==> src/rtl/l2_cache_control.sv <==
// L2 cache control FSM: sequences hit / write-back / allocate, keeps per-set
// tree pseudo-LRU state and hit/miss performance counters.
module l2_cache_control #(
   parameter int unsigned NUM_SETS = 8,
   parameter int unsigned CNT_W    = 32,
   localparam int unsigned IDX_W   = $clog2(NUM_SETS)
) (
   input  logic             clk_i,
   input  logic             rst_i,
   input  logic             mem_read_i,
   input  logic             mem_write_i,
   input  logic [IDX_W-1:0] set_index_i,
   input  logic             valid0_i,
   input  logic             valid1_i,
   input  logic             valid2_i,
   input  logic             valid3_i,
   input  logic             dirty0_i,
   input  logic             dirty1_i,
   input  logic             dirty2_i,
   input  logic             dirty3_i,
   input  logic             hit0_i,
   input  logic             hit1_i,
   input  logic             hit2_i,
   input  logic             hit3_i,
   input  logic             hit_any_i,
   input  logic             pmem_resp_i,
   output logic             mem_resp_o,
   output logic             idling_o,
   output logic             alloc_o,
   output logic [1:0]       lru_o,
   output logic             pmem_read_o,
   output logic             pmem_write_o,
   output logic             pmem_addr_sel_o,
   output logic             data_sel_o,
   output logic             dirty_in_o,
   output logic [CNT_W-1:0] hit_count_o,
   output logic [CNT_W-1:0] miss_count_o
);

   localparam logic [CNT_W-1:0] CntOne = {{(CNT_W-1){1'b0}}, 1'b1};

   typedef enum logic [1:0] {StIdle, StWriteback, StAllocate} state_e;

   state_e           state_q, state_d;
   logic [2:0]       plru_q [NUM_SETS];
   logic [2:0]       plru_cur, plru_upd;
   logic [CNT_W-1:0] hit_count_q, hit_count_d;
   logic [CNT_W-1:0] miss_count_q, miss_count_d;
   logic [3:0]       valid, dirty;
   logic [1:0]       victim, hit_way;
   logic             req, idle_hit, idle_miss;

   assign valid     = {valid3_i, valid2_i, valid1_i, valid0_i};
   assign dirty     = {dirty3_i, dirty2_i, dirty1_i, dirty0_i};
   assign req       = mem_read_i | mem_write_i;
   assign idle_hit  = (state_q == StIdle) & req & hit_any_i;
   assign idle_miss = (state_q == StIdle) & req & ~hit_any_i;

   // PLRU bits: [0]=b0 (root), [1]=b1 (ways 0/1), [2]=b2 (ways 2/3)
   assign plru_cur = plru_q[set_index_i];
   assign victim   = plru_cur[0] ? (plru_cur[2] ? 2'd3 : 2'd2)
                                 : (plru_cur[1] ? 2'd1 : 2'd0);
   assign lru_o    = victim;

   // Multiple hits are illegal; the lowest way wins.
   always_comb begin
      hit_way = 2'd0;
      if (hit0_i)      hit_way = 2'd0;
      else if (hit1_i) hit_way = 2'd1;
      else if (hit2_i) hit_way = 2'd2;
      else if (hit3_i) hit_way = 2'd3;
   end

   always_comb begin
      plru_upd = plru_cur;
      unique case (hit_way)
         2'd0: plru_upd = {plru_cur[2], 1'b1, 1'b1};
         2'd1: plru_upd = {plru_cur[2], 1'b0, 1'b1};
         2'd2: plru_upd = {1'b1, plru_cur[1], 1'b0};
         2'd3: plru_upd = {1'b0, plru_cur[1], 1'b0};
         default: plru_upd = plru_cur;
      endcase
   end

   always_comb begin
      hit_count_d  = hit_count_q;
      miss_count_d = miss_count_q;
      if (idle_hit)  hit_count_d  = hit_count_q + CntOne;
      if (idle_miss) miss_count_d = miss_count_q + CntOne;
   end

   always_ff @(posedge clk_i) begin
      if (rst_i) begin
         state_q      <= StIdle;
         hit_count_q  <= '0;
         miss_count_q <= '0;
         for (int i = 0; i < NUM_SETS; i++) begin
            plru_q[i] <= 3'b000;
         end
      end else begin
         state_q      <= state_d;
         hit_count_q  <= hit_count_d;
         miss_count_q <= miss_count_d;
         if (idle_hit) begin
            plru_q[set_index_i] <= plru_upd;
         end
      end
   end

   always_comb begin
      state_d = state_q;
      unique case (state_q)
         StIdle: begin
            if (idle_miss) begin
               state_d = (&valid && dirty[victim]) ? StWriteback : StAllocate;
            end
         end
         StWriteback: if (pmem_resp_i) state_d = StAllocate;
         StAllocate:  if (pmem_resp_i) state_d = StIdle;
         default:     state_d = StIdle;
      endcase
   end

   always_comb begin
      mem_resp_o      = 1'b0;
      idling_o        = 1'b0;
      alloc_o         = 1'b0;
      pmem_read_o     = 1'b0;
      pmem_write_o    = 1'b0;
      pmem_addr_sel_o = 1'b0;
      data_sel_o      = 1'b0;
      dirty_in_o      = 1'b1;
      unique case (state_q)
         StIdle: begin
            idling_o   = 1'b1;
            mem_resp_o = idle_hit;
         end
         StWriteback: begin
            pmem_write_o    = 1'b1;
            pmem_addr_sel_o = 1'b1;
         end
         StAllocate: begin
            pmem_read_o = 1'b1;
            alloc_o     = 1'b1;
            data_sel_o  = 1'b1;
            dirty_in_o  = 1'b0;
         end
         default: ;
      endcase
   end

   assign hit_count_o  = hit_count_q;
   assign miss_count_o = miss_count_q;

endmodule

==> config.mk <==
export PLATFORM = sky130hd
export DESIGN_NAME = l2_cache_control
export DESIGN_NICKNAME = d
export VERILOG_FILES = /design/src/rtl/l2_cache_control.sv
export SDC_FILE = /design/constraint.sdc
export NUM_CORES = 1
export LEC_CHECK = 0
export CORE_MARGIN = 1.5
export CORE_UTILIZATION = 50
export DETAILED_ROUTE_END_ITERATION = 10
export PLACE_DENSITY = 0.79
export SYNTH_ARGS = -nofsm -noshare
export SYNTH_HDL_FRONTEND = slang
export SYNTH_SLANG_ARGS = --single-unit
==> constraint.sdc <==
create_clock -name clk_i -period 2.88 [get_ports clk_i]
set_input_delay 0.72 -clock clk_i [delete_from_list [all_inputs] [get_ports clk_i]]
set_output_delay 0.72 -clock clk_i [all_outputs]
set_load 0.02 [all_outputs]
**Word-level counts from Yosys, hierarchy flattened**

Memory sizes are Yosys's and may differ from the RTL's.
Cells that the tools add are included.

- Bits in latches: 0
- Memory bits (writable): 24
- Output and inout port bits: 74
- Memories: 1
- Register bits after elaboration: 66
- ROM bits: 0

Memories:

| name | words | width | rd ports | clocked after Yosys merged registers in | wr ports | line | source |
|---|---|---|---|---|---|---|---|
| plru_q | 8 | 3 | 1 | 0 | 8 | 45 | `logic [2:0] plru_q [NUM_SETS];` |

- Mux-type cells: 28
- Add/sub/neg operators: 2
- Reduce and logical (&&, ||, !) cells: 6
- Multiply operators: 0
- Equality and inequality tests: 8
- Bitwise logic cells: 5
- Div/mod/pow operators: 0
- $lt $le $gt $ge: 1
- Shift-type cells: 0

Operators by type and width:

| operator | count |
|---|---|
| 32-bit by 1-bit adder with 32-bit output, second input constant | 2 |
| 2-bit 2-to-1 mux | 9 |
| 1-bit 2-to-1 mux | 14 |
| 3-bit case mux with 4 select lines | 1 |
| 2-bit equality test, second input constant | 3 |
| 3-bit 2-to-1 mux | 2 |
| 2-bit inequality test, second input constant | 3 |
| 2-bit case mux with 3 select lines | 1 |
| 2-bit by 1-bit equality test with 1-bit output, second input constant | 2 |
| 2-bit zero test | 2 |
| 4-bit AND reduction | 1 |
| 1-bit bitwise AND | 3 |
| 2-bit by 3-bit less-than comparator with 1-bit output, second input constant | 1 |
| 3-bit AND reduction | 1 |
| 3-bit OR reduction | 1 |
| 1-bit binary-select mux with 2-bit select | 1 |
| 1-bit logical AND | 1 |
| 1-bit NOT | 1 |
| 1-bit bitwise OR | 1 |

**Logic depth before layout (Yosys ltp)**

An unclocked memory read counts as a cell.

- Depth in word-level cells: 9
- Gate-level depth with buffers: 7

**Worst setup path before layout**

No wires, ideal clock.

- Path kind: input to output
- Start: input port set_index_i[0]
- End: output port lru_o[0]
- Setup slack: -0.159 ns
- Stages: 6
- Arrival time: 2.319 ns
- Required time: 2.160 ns
- Path buffers: 2
- Cells stage by stage: buf_2 -> buf_2 -> mux2_2 -> nand3b_1 -> o221ai_1 -> a21oi_1

- Cells in the longest elaborated chain, start to end: 3
- Elaborated cells between the ends (all ways): 4
- Classes of those cells: 3 x mux; 1 x memory

Ends and longest elaborated chain:

| item | line | source |
|---|---|---|
| start, declared | 12 | `input logic [IDX_W-1:0] set_index_i,` |
| memory read 8 x 3 bit (*) | -- |  |
| 1-bit 2-to-1 mux, on equally long branches | 62, 61 |  |
| 2-bit 2-to-1 mux (*) | 61 | `assign victim = plru_cur[0] ? (plru_cur[2] ? 2'd3 : 2'd2)` |
| end, declared | 30 | `output logic [1:0] lru_o,` |

Every way passes the cells marked *; elsewhere a longest branch is shown, timed or not.

**Worst setup path in the final report**

Ends and elaborated chain as after synthesis.

==> results.txt <==
* Layout net count: 631
* Number of global-route vias before repair: approximately 3.8k
- Number of sinks handled by clock tree synthesis: 90
- Count of buffering cells on the critical path with inverters included: 4
* Worst setup EP type: output port
- The checks that failed: setup timing.
- Worst Max-Slew Pin Slew: 0.761 ns
- Setup slack on the worst reg-to-reg path comes out at 0.69 ns.
- Dividing the detail-routed wire length by the instance count gives between 15 and 20 microns.
* Combined area of the multi-input logic cells: 2230 sq um
- Compared with the post-synthesis result, the final layout area differs by 36.1%.
* Yosys cell types: between 40 and 50
- Ordered list of cells on the worst path: clkdlybuf4s15_2 -> bufbuf_16 -> buf_4 -> nand2_1 -> o2bb2ai_1 -> or3_4 -> nor2_2 -> a21oi_2 -> buf_4
* Worst Skew: 0.0151 ns
- Worst min-delay path endpoint: hit_count_o[1]
- After layout, the worst setup slack is -0.00128 ns.
* Inserted Clock Buffers: 9
* RSZ-0062 raised after global routing: true
* Vias per Instance: 5.61
- Post-synthesis instance area: 4370 sq um
- The startpoint identified for the worst hold timing path is hit_count_o[1].
* Die span in x: slightly below 100 microns
- The flow ran to the end, but the final reports show violations.
* Kind of start point of the critical path: primary input
- Pin count of the biggest net entering global routing: 42
* Max-Slew Margin vs Limit: 49.2%
- Vertical die dimension: 96.5 microns
- The floorplan step defined a core boundary enclosing around 8300 sq um.
- Ports: 95
- Dividing the synthesized area by the synthesized cell count gives 8.91 sq um.
- Overflow after GRT: 0
* Portion of total power attributed to the clock network: 38.6%
- In this run the static leakage power is 2.01 nW.
* Worst EP required: 2.16 ns
- Most frequent cell on the critical path: buf_4
* Portion of total power attributed to sequential cells: 51.1%
* Ratio of cells with drive above 1 in the final layout: between 10% and 20%
- TritonCTS built the clock tree.
- Startpoint of the most critical register-to-register path: state_q[1]
- After layout, the minimum clock period comes to 2.88 ns.
* Clock latency on the worst-skew pair: 0.36 ns
* DR DRC count: 0
- The final count of pins violating max slew is 0.
- Total of endpoints with negative setup slack in the final report: 1
* Number of detailed-route iterations in the first pass: 4
- After layout, the worst path uses 100% of the clock period.
- Power density over the cells: 439 nW/um^2
- Once the floorplan was initialized, standard cells occupied a little over half of the core.
- Clock buffer depth: 2
- DRC violation total after the first TritonRoute iteration: 209
- Total die area: roughly 9300 sq um
* Port-buffer cells: 94
- Final-layout fill cell count: between 600 and 700
- Registers take between 2000 and 2500 sq um.
- After clock tree synthesis, the clock-pin slew on the worst setup and hold paths is ~0.080 ns.
- The count of final hold-check violations came to 0.
- The first global-routing pass estimated roughly 17 mm of wire.
- The number of antenna violations at the first check in global routing was 0.
- Gate count after technology mapping: approximately 490
- The repair_antennas step left the layout with diodes totalling 0.
- Placed wire-length estimate: 7.57 mm
- Crit Path Class: in -> out
* Final WL: 10.8 mm
- Synthesis inferred 90 register bits.
- The design draws 2.62 mW.
- Mapped Nets: 514
* Path class of the lowest-slack min-delay path: reg -> reg
- Detailed routing inserted a total of 4029 vias.
- Seq/Total Area, Yosys: between 40 and 50%
- Once detail routing completed, the nets flagged for antenna violations numbered 0.
* NetSw: 0.589 mW
* EDFF count, synth: 24
- Clock root buffer master: clkbuf_8
- Share of async-settable or async-resettable flops after synthesis: 0%
* Switching share of power: 22.5%
- Global router's overall resource usage: 23.4%
* Slowest stage delay, CP: 0.35 ns
- Among cell families on the critical path, the largest total delay comes from buffers and inverters.
- Hold Path Cell Cnt: 2
* Standard cell with the maximum stage delay on the critical path: or3_4
* WP data arrival: around 2.2 ns
* Comb pwr share: approximately a tenth
- For this run, the top clock speed supported by timing is 0.347 GHz.
* Count of standard-cell rows: 33
- Max capacitance violation total: 0
* GPL Wtd Cong: 0.875
* Most common flop cell mapped by yosys: dfxtp_1
* Yosys warning count: 0
- The H-tree was split into 3 levels.
* Max rail drop VDD: between 0.0003 and 0.0004 V
* FF-to-FF path depth: 6
* Sum Neg Setup Slack: -0.00128 ns
* Maximum fanout along the worst path: 7
- Cell internal power was estimated by the tool at 2.03 mW.
* RR Endpoint: miss_count_o[31]
cells by family (layout without fill, tap and decap cells):
family          count (synthesis)  in the layout  share of synthesized area [%]
compound gates                 86             86                           11.3
xor+xnor                       29             29                           5.81
fa+ha+maj                       2              2                          0.572
buf+inv                        41            163                           4.01
flops                          90             90                           46.7
mux                            12             12                           3.09
simple gates                  231            231                           28.6
sequential cells by signal, indices dropped and copies added, names as in the netlist:
| signal | count |
|---|---|
| hit_count_o | 32 |
| miss_count_o | 32 |
| plru_q | 24 |
| state_q | 2 |
through the flow:
stage | utilization [%] | instances | instance area, sq um | setup WS [ns] | hold slack, ns
3_3_place_gp | 67.2 | 699 | 5610 | -0.625 | 0.464
3_5_place_dp | 67.2 | 699 | 5610 | -0.645 | 0.494
5_1_grt | 71.4 | 718 | 5950 | -0.0399 | 0.530
2_1_floorplan | - | 491 | 4380 | 0.123 | 0.551
4_1_cts | 71.0 | 718 | 5920 | 0.0135 | 0.502
6_report | 71.4 | 718 | 5950 | -0.00128 | 0.498
Yosys cell counts (12+ instances only):
cell | n | area, sq um
a21oi_1 | 42 | 210
clkbuf_1 | 16 | 60.1
dfxtp_1 | 66 | 1320
edfxtp_1 | 24 | 721
inv_1 | 18 | 67.6
nand2_1 | 31 | 116
nand3_1 | 24 | 120
nor2_1 | 65 | 244
nor3_1 | 12 | 60.1
o21ai_0 | 22 | 110
or3_1 | 26 | 163
xnor2_1 | 24 | 210
layout by cell type, fill, tap and decap left out, drive strengths merged, types with 3 or more instances in the layout:
master         synthesis  layout
clkdlybuf4s50          0      87
bufinv                 0       3
o31ai                 10      10
and2                   3       3
nor4                   9       9
a21oi                 42      42
nand3                 24      24
nor4b                  3       3
inv                   18      18
nor2b                  4       4
xnor2                 24      24
clkbuf                16      12
and3                   4       4
and4                   7       7
nand4                 13      13
buf                    7      36
nand2                 31      31
or3                   28      28
o21ai                 22      22
or4                   10      10
nor2                  66      66
mux2i                  9       9
nor3                  13      13
edfxtp                24      24
dfxtp                 66      66
xor2                   5       5
nand2b                11      11
worst max-delay path by stage:
stage | from | to | slack [ns] | cells after the start
finish | set_index_i[0] | lru_o[0] | -0.001 | 9
global route | set_index_i[0] | lru_o[0] | -0.04 | 9
CTS | set_index_i[0] | lru_o[0] | 0.01 | 9
detailed placement | set_index_i[1] | lru_o[0] | -0.65 | 7
global placement | set_index_i[1] | lru_o[0] | -0.62 | 7
floorplan | set_index_i[0] | lru_o[0] | 0.12 | 6
cell type report:
type	count	share of cell area, %
multi-input combinational	360	37.4
sequential	90	34.3
timing repair buffer	129	21.0
clock buffer	11	2.21
tap	105	2.21
clock inverter	5	1.72
inverter	18	1.14
layer usage:
metal / global-route usage, % / routed length (microns)
met1: 29.6 / 4680
met2: 39.3 / 5380
met3: 3.21 / 569
met4: 11.5 / 143
met5: 0 / 0
worst reg2reg max path, cell delays in order (launching register included):
cell     delay [ns]
dfxtp_1        0.41
or3b_1         0.44
nor3_1         0.24
nand4_1        0.19
buf_12         0.20
or4_1          0.46
a21oi_1        0.18
power by group through the flow:
stage	combinational, mW	sequential [mW]	clock (mW)
6_report	0.268	1.34	1.01
5_1_grt	0.288	1.34	1.08
4_1_cts	0.262	1.34	1.03
3_5_place_dp	0.247	1.36	0
3_3_place_gp	0.241	1.36	0
2_1_floorplan	0.127	1.36	0
timing repair:
item,4_1_cts,5_1_grt
setup buffers,2,0
setup endpoints to repair,3,2
cloned,1,0
hold buffers,0,0
pin swaps,2,3
gates resized for setup,22,7
(Power assumes the default switching activity.)
